**src/rtl/control_sequencer.sv**
```systemverilog
// Hardwired Moore control unit: fetches, decodes IR[31:27] and walks each
// instruction through its T3-T7 micro-steps, driving every datapath strobe.
module control_sequencer #(
    parameter int OPW  = 5,
    parameter int AOPW = 4
) (
    input  logic            Clock,
    input  logic            Clear,
    input  logic [31:0]     IR,
    input  logic            CON_FF,
    input  logic            Stop,
    output logic            Run,
    output logic            PCout,
    output logic            ZLowout,
    output logic            MDRout,
    output logic            BAout,
    output logic            Cout,
    output logic            InPortout,
    output logic            R_out,
    output logic            MAR_enable,
    output logic            PC_enable,
    output logic            MDR_enable,
    output logic            IR_enable,
    output logic            Y_enable,
    output logic            ZLowIn,
    output logic            OutPort_enable,
    output logic            R_in,
    output logic            CON_enable,
    output logic            MDR_read,
    output logic            RAM_write,
    output logic            IncPC,
    output logic            Gra,
    output logic            Grb,
    output logic            Grc,
    output logic [AOPW-1:0] ALU_op
);

    typedef enum logic [3:0] {
        S_RST, S_T0, S_T1, S_T2, S_T3, S_T4, S_T5, S_T6, S_T7, S_HALT
    } state_t;

    localparam logic [OPW-1:0] OP_LD   = OPW'(5'b00000);
    localparam logic [OPW-1:0] OP_ST   = OPW'(5'b00010);
    localparam logic [OPW-1:0] OP_ADD  = OPW'(5'b00011);
    localparam logic [OPW-1:0] OP_SUB  = OPW'(5'b00100);
    localparam logic [OPW-1:0] OP_AND  = OPW'(5'b00101);
    localparam logic [OPW-1:0] OP_OR   = OPW'(5'b00110);
    localparam logic [OPW-1:0] OP_ADDI = OPW'(5'b01100);
    localparam logic [OPW-1:0] OP_ANDI = OPW'(5'b01101);
    localparam logic [OPW-1:0] OP_ORI  = OPW'(5'b01110);
    localparam logic [OPW-1:0] OP_BR   = OPW'(5'b10010);
    localparam logic [OPW-1:0] OP_IN   = OPW'(5'b10110);
    localparam logic [OPW-1:0] OP_OUT  = OPW'(5'b10111);
    localparam logic [OPW-1:0] OP_HALT = OPW'(5'b11011);

    localparam logic [AOPW-1:0] ALU_ADD = AOPW'(0);
    localparam logic [AOPW-1:0] ALU_SUB = AOPW'(1);
    localparam logic [AOPW-1:0] ALU_AND = AOPW'(2);
    localparam logic [AOPW-1:0] ALU_OR  = AOPW'(3);

    state_t         state_q, state_d;
    logic [OPW-1:0] opcode;
    logic           is_alu_r, is_alu_i, is_ld, is_st, is_br, is_in, is_out, is_halt;
    logic           unused_ir_bits;
    state_t         boundary_next;

    assign opcode         = IR[31:32-OPW];
    assign unused_ir_bits = ^IR[31-OPW:0];

    assign is_alu_r = (opcode == OP_ADD) || (opcode == OP_SUB) ||
                      (opcode == OP_AND) || (opcode == OP_OR);
    assign is_alu_i = (opcode == OP_ADDI) || (opcode == OP_ANDI) || (opcode == OP_ORI);
    assign is_ld    = (opcode == OP_LD);
    assign is_st    = (opcode == OP_ST);
    assign is_br    = (opcode == OP_BR);
    assign is_in    = (opcode == OP_IN);
    assign is_out   = (opcode == OP_OUT);
    assign is_halt  = (opcode == OP_HALT);

    // ALU function for the register and immediate forms; ADD otherwise.
    function automatic logic [AOPW-1:0] alu_sel(input logic [OPW-1:0] op);
        case (op)
            OP_SUB:          alu_sel = ALU_SUB;
            OP_AND, OP_ANDI: alu_sel = ALU_AND;
            OP_OR, OP_ORI:   alu_sel = ALU_OR;
            default:         alu_sel = ALU_ADD;
        endcase
    endfunction

    // Stop only matters on the edge that would otherwise start a new fetch.
    assign boundary_next = Stop ? S_HALT : S_T0;

    always_comb begin
        state_d = state_q;
        case (state_q)
            S_RST:  state_d = boundary_next;
            S_T0:   state_d = S_T1;
            S_T1:   state_d = S_T2;
            S_T2:   state_d = is_halt ? S_HALT : S_T3;
            S_T3:   state_d = (is_alu_r || is_alu_i || is_ld || is_st || is_br) ? S_T4 : boundary_next;
            S_T4:   state_d = S_T5;
            S_T5:   state_d = (is_ld || is_st || is_br) ? S_T6 : boundary_next;
            S_T6:   state_d = (is_ld || is_st) ? S_T7 : boundary_next;
            S_T7:   state_d = boundary_next;
            S_HALT: state_d = S_HALT;
            default: state_d = S_RST;
        endcase
    end

    always_ff @(posedge Clock or posedge Clear) begin
        if (Clear) state_q <= S_RST;
        else       state_q <= state_d;
    end

    // Moore decode: outputs follow the present state (and the latched IR) only.
    always_comb begin
        Run            = (state_q != S_HALT);
        PCout          = 1'b0;
        ZLowout        = 1'b0;
        MDRout         = 1'b0;
        BAout          = 1'b0;
        Cout           = 1'b0;
        InPortout      = 1'b0;
        R_out          = 1'b0;
        MAR_enable     = 1'b0;
        PC_enable      = 1'b0;
        MDR_enable     = 1'b0;
        IR_enable      = 1'b0;
        Y_enable       = 1'b0;
        ZLowIn         = 1'b0;
        OutPort_enable = 1'b0;
        R_in           = 1'b0;
        CON_enable     = 1'b0;
        MDR_read       = 1'b0;
        RAM_write      = 1'b0;
        IncPC          = 1'b0;
        Gra            = 1'b0;
        Grb            = 1'b0;
        Grc            = 1'b0;
        ALU_op         = '0;
        case (state_q)
            S_T0: begin
                PCout = 1'b1; MAR_enable = 1'b1; IncPC = 1'b1; ZLowIn = 1'b1;
            end
            S_T1: begin
                ZLowout = 1'b1; PC_enable = 1'b1; MDR_read = 1'b1; MDR_enable = 1'b1;
            end
            S_T2: begin
                MDRout = 1'b1; IR_enable = 1'b1;
            end
            S_T3: begin
                if (is_alu_r || is_alu_i) begin
                    Grb = 1'b1; R_out = 1'b1; Y_enable = 1'b1;
                end else if (is_ld || is_st) begin
                    Grb = 1'b1; BAout = 1'b1; Y_enable = 1'b1;
                end else if (is_br) begin
                    Gra = 1'b1; R_out = 1'b1; CON_enable = 1'b1;
                end else if (is_in) begin
                    InPortout = 1'b1; Gra = 1'b1; R_in = 1'b1;
                end else if (is_out) begin
                    Gra = 1'b1; R_out = 1'b1; OutPort_enable = 1'b1;
                end
            end
            S_T4: begin
                if (is_alu_r) begin
                    Grc = 1'b1; R_out = 1'b1; ZLowIn = 1'b1; ALU_op = alu_sel(opcode);
                end else if (is_alu_i) begin
                    Cout = 1'b1; ZLowIn = 1'b1; ALU_op = alu_sel(opcode);
                end else if (is_ld || is_st) begin
                    Cout = 1'b1; ZLowIn = 1'b1; ALU_op = ALU_ADD;
                end else if (is_br) begin
                    PCout = 1'b1; Y_enable = 1'b1;
                end
            end
            S_T5: begin
                if (is_alu_r || is_alu_i) begin
                    ZLowout = 1'b1; Gra = 1'b1; R_in = 1'b1;
                end else if (is_ld || is_st) begin
                    ZLowout = 1'b1; MAR_enable = 1'b1;
                end else if (is_br) begin
                    Cout = 1'b1; ZLowIn = 1'b1; ALU_op = ALU_ADD;
                end
            end
            S_T6: begin
                if (is_ld) begin
                    MDR_read = 1'b1; MDR_enable = 1'b1;
                end else if (is_st) begin
                    Gra = 1'b1; R_out = 1'b1; MDR_enable = 1'b1;
                end else if (is_br) begin
                    // Taken-branch PC load is the one strobe allowed to follow a live input.
                    ZLowout = 1'b1; PC_enable = CON_FF;
                end
            end
            S_T7: begin
                if (is_ld) begin
                    MDRout = 1'b1; Gra = 1'b1; R_in = 1'b1;
                end else if (is_st) begin
                    RAM_write = 1'b1;
                end
            end
            default: ;
        endcase
    end

endmodule

```
**config.mk**
```make
export PLATFORM = sky130hd
export DESIGN_NAME = control_sequencer
export DESIGN_NICKNAME = d
export VERILOG_FILES = /design/src/rtl/control_sequencer.sv
export SDC_FILE = /design/constraint.sdc
export NUM_CORES = 1
export LEC_CHECK = 0
export CORE_MARGIN = 2
export CORE_UTILIZATION = 36
export DETAILED_ROUTE_END_ITERATION = 8
export PLACE_DENSITY = 0.85
export RECOVER_POWER = 25
export SKIP_CTS_REPAIR_TIMING = 1
export SKIP_LAST_GASP = 1
export SLEW_MARGIN = 20
export SYNTH_ARGS = -nofsm -noshare
export SYNTH_HDL_FRONTEND = slang
export SYNTH_SLANG_ARGS = --single-unit
```
**constraint.sdc**
```tcl
create_clock -name Clock -period 2.85 [get_ports Clock]
set_input_delay 0.285 -clock Clock [delete_from_list [all_inputs] [get_ports Clock]]
set_output_delay 0.285 -clock Clock [all_outputs]
set_load 0.01 [all_outputs]
```
### Word-level counts from Yosys, hierarchy flattened

Cells that the tools add are included.

| storage, ports and cells | value |
|---|---|
| bits in registers | 4 |
| bits of input ports | 36 |
| output and inout port bits | 27 |
| logic and storage cells | 109 |

| operators by class | value |
|---|---|
| equal/unequal tests | 22 |
| multiplexer cells | 70 |
| reduce and logical (&&, ||, !) cells | 16 |

Operators by type and width:

| cell | count |
|---|---|
| $mux 1 | 47 |
| $pmux 4 s9 | 1 |
| $mux 4 | 8 |
| $eq 5x5->1 const B | 4 |
| $eq 4x3->1 const B | 4 |
| $pmux 1 s2 | 8 |
| $eq 5x3->1 const B | 3 |
| $eq 5x4->1 const B | 3 |
| $pmux 1 s3 | 4 |
| $logic_or 1x1->1 | 11 |
| $eq 5x2->1 const B | 2 |
| $eq 4x2->1 const B | 2 |
| $eq 4x4->1 const B | 2 |
| $pmux 2 s3 | 1 |
| $reduce_or 2->1 | 3 |
| $logic_not 5->1 | 1 |
| $eq 4x1->1 const B | 1 |
| $logic_not 4->1 | 1 |
| $ne 4x4->1 const B | 1 |
| $pmux 1 s4 | 1 |

### Depth between registers and ports, before layout

| depth | value |
|---|---|
| depth in word-level cells | 10 |
| gate-level depth with buffers | 6 |

### Least setup slack after synthesis

Ideal clock, no wire load.

| path | value |
|---|---|
| path kind | register -> output |
| start point | register state_q[0] |
| end point | output port R_in |
| arrival | 1,470 ps |
| data required time | 2,565 ps |
| path slack | 1,095 ps |
| cell stages (with the launch flop) | 6 |
| path buffers | 1 |
| path through | dfrtp_1 -> buf_2 -> nor2_1 -> nand2_1 -> or3_1 -> o21ai_0 |

| on the way | value |
|---|---|
| word-level cells in the longest chain between the ends | 2 |
| elaborated cells on any way between the ends | 4 |
| those cells by class | eq/ne: 3; mux: 1 |

Ends and longest elaborated chain:

| element | RTL line | source |
|---|---|---|
| start, declared | 61 | `state_t state_q, state_d;` |
| start signal, assigned | 112 | `else state_q <= state_d;` |
| $eq 4x4->1 or $eq 4x3->1 (tied branches) | 141 | `case (state_q)` |
| $pmux 1 s3 (*) | 141 |  |
| end, declared | 27 | `output logic R_in,` |

Mark *: on every way between the ends. The rest lies on a longest branch, timed or not.

### Worst setup path after layout

| path | value |
|---|---|
| start point | input port IR[29] |
| end point | output port Gra |

| on the way | value |
|---|---|
| word-level cells in the longest chain between the ends | 7 |
| elaborated cells on any way between the ends | 29 |
| those cells by class | eq/ne: 11; mux: 10; reduce/logical: 8 |

Ends and longest elaborated chain:

| element | RTL line | source |
|---|---|---|
| start, declared | 9 | `input logic [31:0] IR,` |
| $eq 5x5->1, or another cell as far along | 77 | `assign is_out = (opcode == OP_OUT);` |
| $mux 1 or $logic_or 1x1->1 (tied branches) | 160, 70 |  |
| $mux 1 or $logic_or 1x1->1 (tied branches) | 158, 70 |  |
| $mux 1 or $logic_or 1x1->1 (tied branches) | 156, 71 |  |
| $mux 1 or $logic_or 1x1->1 (tied branches) | 154, 152, 176 |  |
| $mux 1, on equally long branches | 152, 176 |  |
| $pmux 1 s4 (*) | 141 |  |
| end, declared | 32 | `output logic Gra,` |

Marked as above.

==> reports/qor.yml <==
cts:
  numClockSinks: 4
  cts_root_buffer: "clkbuf_4"
  cts_tree: "yes"
  htree_levels: 1
  insertion_delay_ps: 230
  cts_buffers: 3
  clock_path_buffers: 2
  cts.clk_slew.worst_paths_ps: 40
sta:
  final-hold-violation-count: 0
  max_freq_mhz: 373.4
  period_needed_ps: 2678
  slew_violations: 0
  hold_slack_ps: 383.5
  rsz0062_at_grt: "false"
  period_share: 0.9398
  fin_skew_ps: 0.9784
  tns_ps: 0
  finalSetupViolCount: 0
setup_path:
  start_kind: "input pin"
  crit_top_cell: "clkdlybuf4s50_1"
  path_buf_inv: 2
  cp_top_family: "buffers and inverters"
  worst_path_max_delay_cell: "clkdlybuf4s50_1"
  crit_arrival_ps: 2390
  crit_fanout: 5
  cp.required_ps: 2570
  crit_path_cell_trace: "clkdlybuf4s50_1, a21boi_2, o21ai_0, o32ai_1, nand2b_1, o211ai_1, clkdlybuf4s50_1"
  path_class: "in2out"
  critical_path.max_stage_delay_ps: 640
  cp-end-kind: "output port"
  cp.depth: 7
  ff2ff_path_depth: 3
final_layout:
  largest_reg_flops: 4
  reg_top3: "state_q x4"
  antenna_cells: 0
  drive_gt1_frac: 0.1553
  areaGrowthSynthToFinish_pct: 49.54
  top_register: "state_q"
  num-fill-cells: 216
  fin_nets: 199
power:
  power_w: 0.0007990
  p_leak_nw: 0.4910
  p_per_area_mw_per_mm2: 650.9
  vdd_drop_max_mv: 0.5111
logic_synthesis:
  synth_common_cells: "16 x nor2_1, 12 x nand2_1, 7 x a21oi_1, 7 x o21ai_0"
  synthCells: 124
  ys_seq_elements: 4
  seq_area_frac_synth: 0.1220
  netlist_area_um2: 820.8
  yosysTopAreaCell: "dfrtp_1"
  synthTopCellsByArea: "dfrtp_1 12%, nor2_1 7.3%, nand2_1 5.5%, a21oi_1 4.3%, o21ai_0 4.3%"
  async_flop_share: 1.000
  synth_edf_count: 0
  synth-main-ff-cell: "dfrtp_1"
  yosysTopAreaCellShare: 0.1220
  postSynthAreaPerCell_um2: 6.619
  yosysWarnings: 0
  yosysMostFrequentCell: "nor2_1"
  synth.distinct_cells: 45
floorplanning:
  die_h_um: 51.75
  core_mm2: 0.002191
  rows: 17
  die_area_mm2: 0.002678
  start_util: 0.3746
  io_pins: 63
  fp.dieW_um: 51.75
place:
  place_hpwl_um: 1959
  gp_congestion: 0.8538
  io_buffers: 33
grt:
  grt.overflow.total: 0
  antenna_found_initial: 0
  grt_pass1_wl_um: 4098
  grt_util_all_layers: 0.1948
  first_global_vias: 942
  grt_max_degree: 13
route:
  vias: 1059
  first_iter_violations: 41
  antenna_left: 0
  drc: 0
  avgRoutedWirePerCell_um: 12.92
  drt_wl_total_um: 2441
  firstDrtPassIters: 4
  viasPerCell: 5.603
flow_run:
  drv_cap: 0
outcome:
  status: "completed"
min_path:
  min_path_type: "in2async"
==> kinds of logic (layout without fill, tap and decap cells) <==
family	Yosys count	after routing	share of synthesized area
compound gates	32	32	0.2729
xor+xnor	3	3	0.03202
other cells	1	2	0.004569
buf+inv	19	55	0.1280
simple gates	65	65	0.4406
flops	4	4	0.1220
==> cell usage in the layout, fill, tap and decap left out, drive strengths merged, types with 2 or more instances in the layout <==
| cell type | Yosys | final |
|---|---|---|
| nand4 | 3 | 3 |
| or3 | 3 | 3 |
| nor2b | 4 | 4 |
| nor2 | 17 | 17 |
| nand2 | 12 | 12 |
| dfrtp | 4 | 4 |
| o21ai | 8 | 8 |
| a31oi | 5 | 5 |
| nor3 | 7 | 7 |
| xnor2 | 2 | 2 |
| clkbuf | 6 | 3 |
| conb | 1 | 2 |
| nand2b | 4 | 4 |
| and3 | 4 | 4 |
| buf | 7 | 13 |
| clkdlybuf4s50 | 0 | 32 |
| inv | 6 | 6 |
| a21oi | 8 | 8 |
| nand3 | 6 | 6 |
==> routing by layer <==
| layer | GRT usage | wire length, um | share of wire |
|---|---|---|---|
| met2 | 0.3184 | 1234 | 0.51 |
| met1 | 0.2751 | 1051 | 0.43 |
| met3 | 0.02011 | 121 | 0.050 |
| met4 | 0.04386 | 33 | 0.014 |
| met5 | 0 | 0 | 0 |
==> worst paths after layout <==
path / start / to / slack, ps
max in group asynchronous: Clear / state_q[2] / 2320
min in group Clock: state_q[3] / state_q[1] / 630
min reg2reg: state_q[3] / state_q[1] / 630
min: Clear / state_q[0] / 380
max: IR[29] / Gra / 170
max reg2reg: state_q[0] / state_q[2] / 1420
==> worst reg2reg max path, cell delays in order, from the launching register on <==
cell,delay [ps]
dfrtp_1,480
buf_4,220
or3_1,370
a32o_1,250
==> per-stage QoR <==
stage	setup slack [ps]	util	instance area [um2]	std cells
after floorplan	1095	-	824.5	125
after global placement	195.2	0.5500	1205	186
after detailed placement	173.4	0.5500	1205	186
after CTS	167.0	0.5603	1227	189
after global routing	14.78	0.5603	1227	189
final	171.6	0.5603	1227	189
==> area by class of cell <==
type	instances	area, um2	share of cell area
inverter	6	22.52	0.01835
tap	28	35.03	0.02854
timing repair buffer	46	427.9	0.3486
clock buffer	3	22.52	0.01835
sequential	4	100.1	0.08155
multi-input combinational	102	619.3	0.5046
==> power by group <==
part / switching, W / total, W / leakage (nW) / internal [W]
Clock: 0.0000212 / 0.0000682 / 0.0138 / 0.0000470
Sequential: 0.0000411 / 0.000125 / 0.0505 / 0.0000839
Combinational: 0.000315 / 0.000606 / 0.427 / 0.000291
No activity file was read; power rests on OpenSTA's default activity.
==> RTL edit (same flow settings) <==
`OPW`: 5 -> 10.
--- a/src/rtl/control_sequencer.sv
+++ b/src/rtl/control_sequencer.sv
@@ -1,7 +1,7 @@
 // Hardwired Moore control unit: fetches, decodes IR[31:27] and walks each
 // instruction through its T3-T7 micro-steps, driving every datapath strobe.
 module control_sequencer #(
-    parameter int OPW  = 5,
+    parameter int OPW  = 10,
     parameter int AOPW = 4
 ) (
     input  logic            Clock,
Check against the original RTL: not equivalent (a bounded check fails within 10 cycles, from zero or initial values).
==> RTL edit against the unedited design <==
Maximum frequency decreased by 2.3%; routed wire length increased by 13%; sequential cell count unchanged; critical path depth decreased by 1; largest cell class unchanged; final area increased by 4.9%; count of clock-buffer cells in the layout unchanged; synthesized area increased by 4.3%; total power decreased by 3.6%; largest power group unchanged; worst setup slack got worse by 64 ps.
==> RTL edit: results (changes against the unedited design) <==
CP peak stage delay 590 ps (-50 ps); FF-to-FF End state_q[3]$_DFF_PP0_; placed cells 194 (+4.3%); DRT iter0 DRCs 55 (+34%); dominant cells by area after synthesis dfrtp_1 12%, nand2_1 8.3%, nor2b_1 5.1%; pin count of the biggest net entering global routing 14 (+1); Combinational Power Share 71.3% (-4.5 points); vias in the first global route 1050 (+11%); # fillers 235 (+8.8%); post-synth cell types 46 (+2.2%); global-route wire length before repair 4490 µm (+9.4%); GR Util All Layers 21.4% (+1.9 points); register area share after synthesis 11.7% (-0.50 points); Layout Skew 13.1 ps (+12.1 ps); Post-Syn Area per Cell 6.63 µm² (+0.23%); outcome finished, final reports clean; Worst-Skew Late Latency 250 ps (+20 ps); met3 WL 160 µm (+32%); internal power 401 µW (-4.9%); Synth Area in Compound Gates 20.3% (-7.0 points); clk pwr 75.4 µW (+11%); LEAKAGE 0.484 nW (-1.3%); flop2flop setup slack 1260 ps (-160 ps); average wire per standard cell 14.0 µm (+8.5%); met2 GRT Util 38.8% (+6.9 points); worst setup path end ZLowout; final WL 2760 µm (+13%); met1 Usage GRT 24.6% (-2.9 points); worst r2r path cells 5 (+2); Final nets 207 (+4.0%); Critical Path Start IR[22]; R2R Path Start state_q[0]$_DFF_PP0_; vias per inst 5.67 (+1.2%); Port Buf Inserts 38 (+15%); post-synthesis mux area share 1.17% (+1.2 points); leading cell types by count after synthesis 19 x nand2_1, 10 x nor2_1, 8 x a21oi_1, 7 x nor2b_1; Placer Congestion 0.964 (+13%); worst vdd ir 0.000373 V (-27%); Metal-1 WL 1160 µm (+10%); Adder-Cell Fraction of Synth Area 1.32% (+1.3 points); M3 GR Usage 3.71% (+1.7 points); Critical Path AT 2460 ps (+70 ps); DP HPWL 2170 µm (+11%); WL met2 1410 µm (+14%); share of layout cells above drive strength 1 14.8% (-0.74 points); Synth Area in XOR/XNOR 3.07% (-0.13 points); Async S/R FF share, synth 100% (unchanged)
==> RTL edit: changes by cell type in the layout (fill, tap and decap cells not counted), sizes merged, moves of 2 or more <==
| cell | change |
|---|---|
| clkdlybuf4s50 | +4 |
| and2 | +2 |
| nor3b | +2 |
| a31oi | -3 |
| buf | -7 |
| and3 | -2 |
| nor2b | +4 |
| nor2 | -4 |
| nand2 | +9 |
==> RTL edit: area by class of cell <==
type | instances | area share (%)
multi-input combinational | 112 | 52.9
timing repair buffer | 45 | 33.3
sequential | 4 | 7.87
tap | 28 | 2.72
clock buffer | 3 | 1.75
inverter | 5 | 1.46
==> RTL edit: worst min-delay path by stage <==
stage / depth (start not counted) / start / endpoint / slack (ps)
global route: 2 / Clear / state_q[3]$_DFF_PP0_ / 370
finish: 2 / Clear / state_q[3]$_DFF_PP0_ / 360
floorplan: 1 / Clear / state_q[0]$_DFF_PP0_ / 50
global placement: 2 / Clear / state_q[0]$_DFF_PP0_ / 470
detailed placement: 2 / Clear / state_q[0]$_DFF_PP0_ / 490
CTS: 2 / Clear / state_q[3]$_DFF_PP0_ / 240
==> RTL edit: metrics by stage <==
stage | setup WS [ps] | area (µm²) | utilization (%) | hold slack [ps] | power [mW]
after floorplan | 1080 | 860 | - | 51.1 | 0.456
after global placement | 178 | 1270 | 56.8 | 468 | 0.659
after detailed placement | 132 | 1270 | 56.8 | 495 | 0.680
after CTS | 131 | 1290 | 57.8 | 239 | 0.758
after global routing | 0.276 | 1290 | 57.6 | 371 | 0.826
final | 108 | 1290 | 57.6 | 360 | 0.770
==> RTL edit: worst register-to-register path, cell delays in order, from the launching register on <==
cell	delay, ps
dfrtp_2	480
nor4_2	180
nand4_1	190
a41oi_1	240
o21ai_1	80
or3_1	310
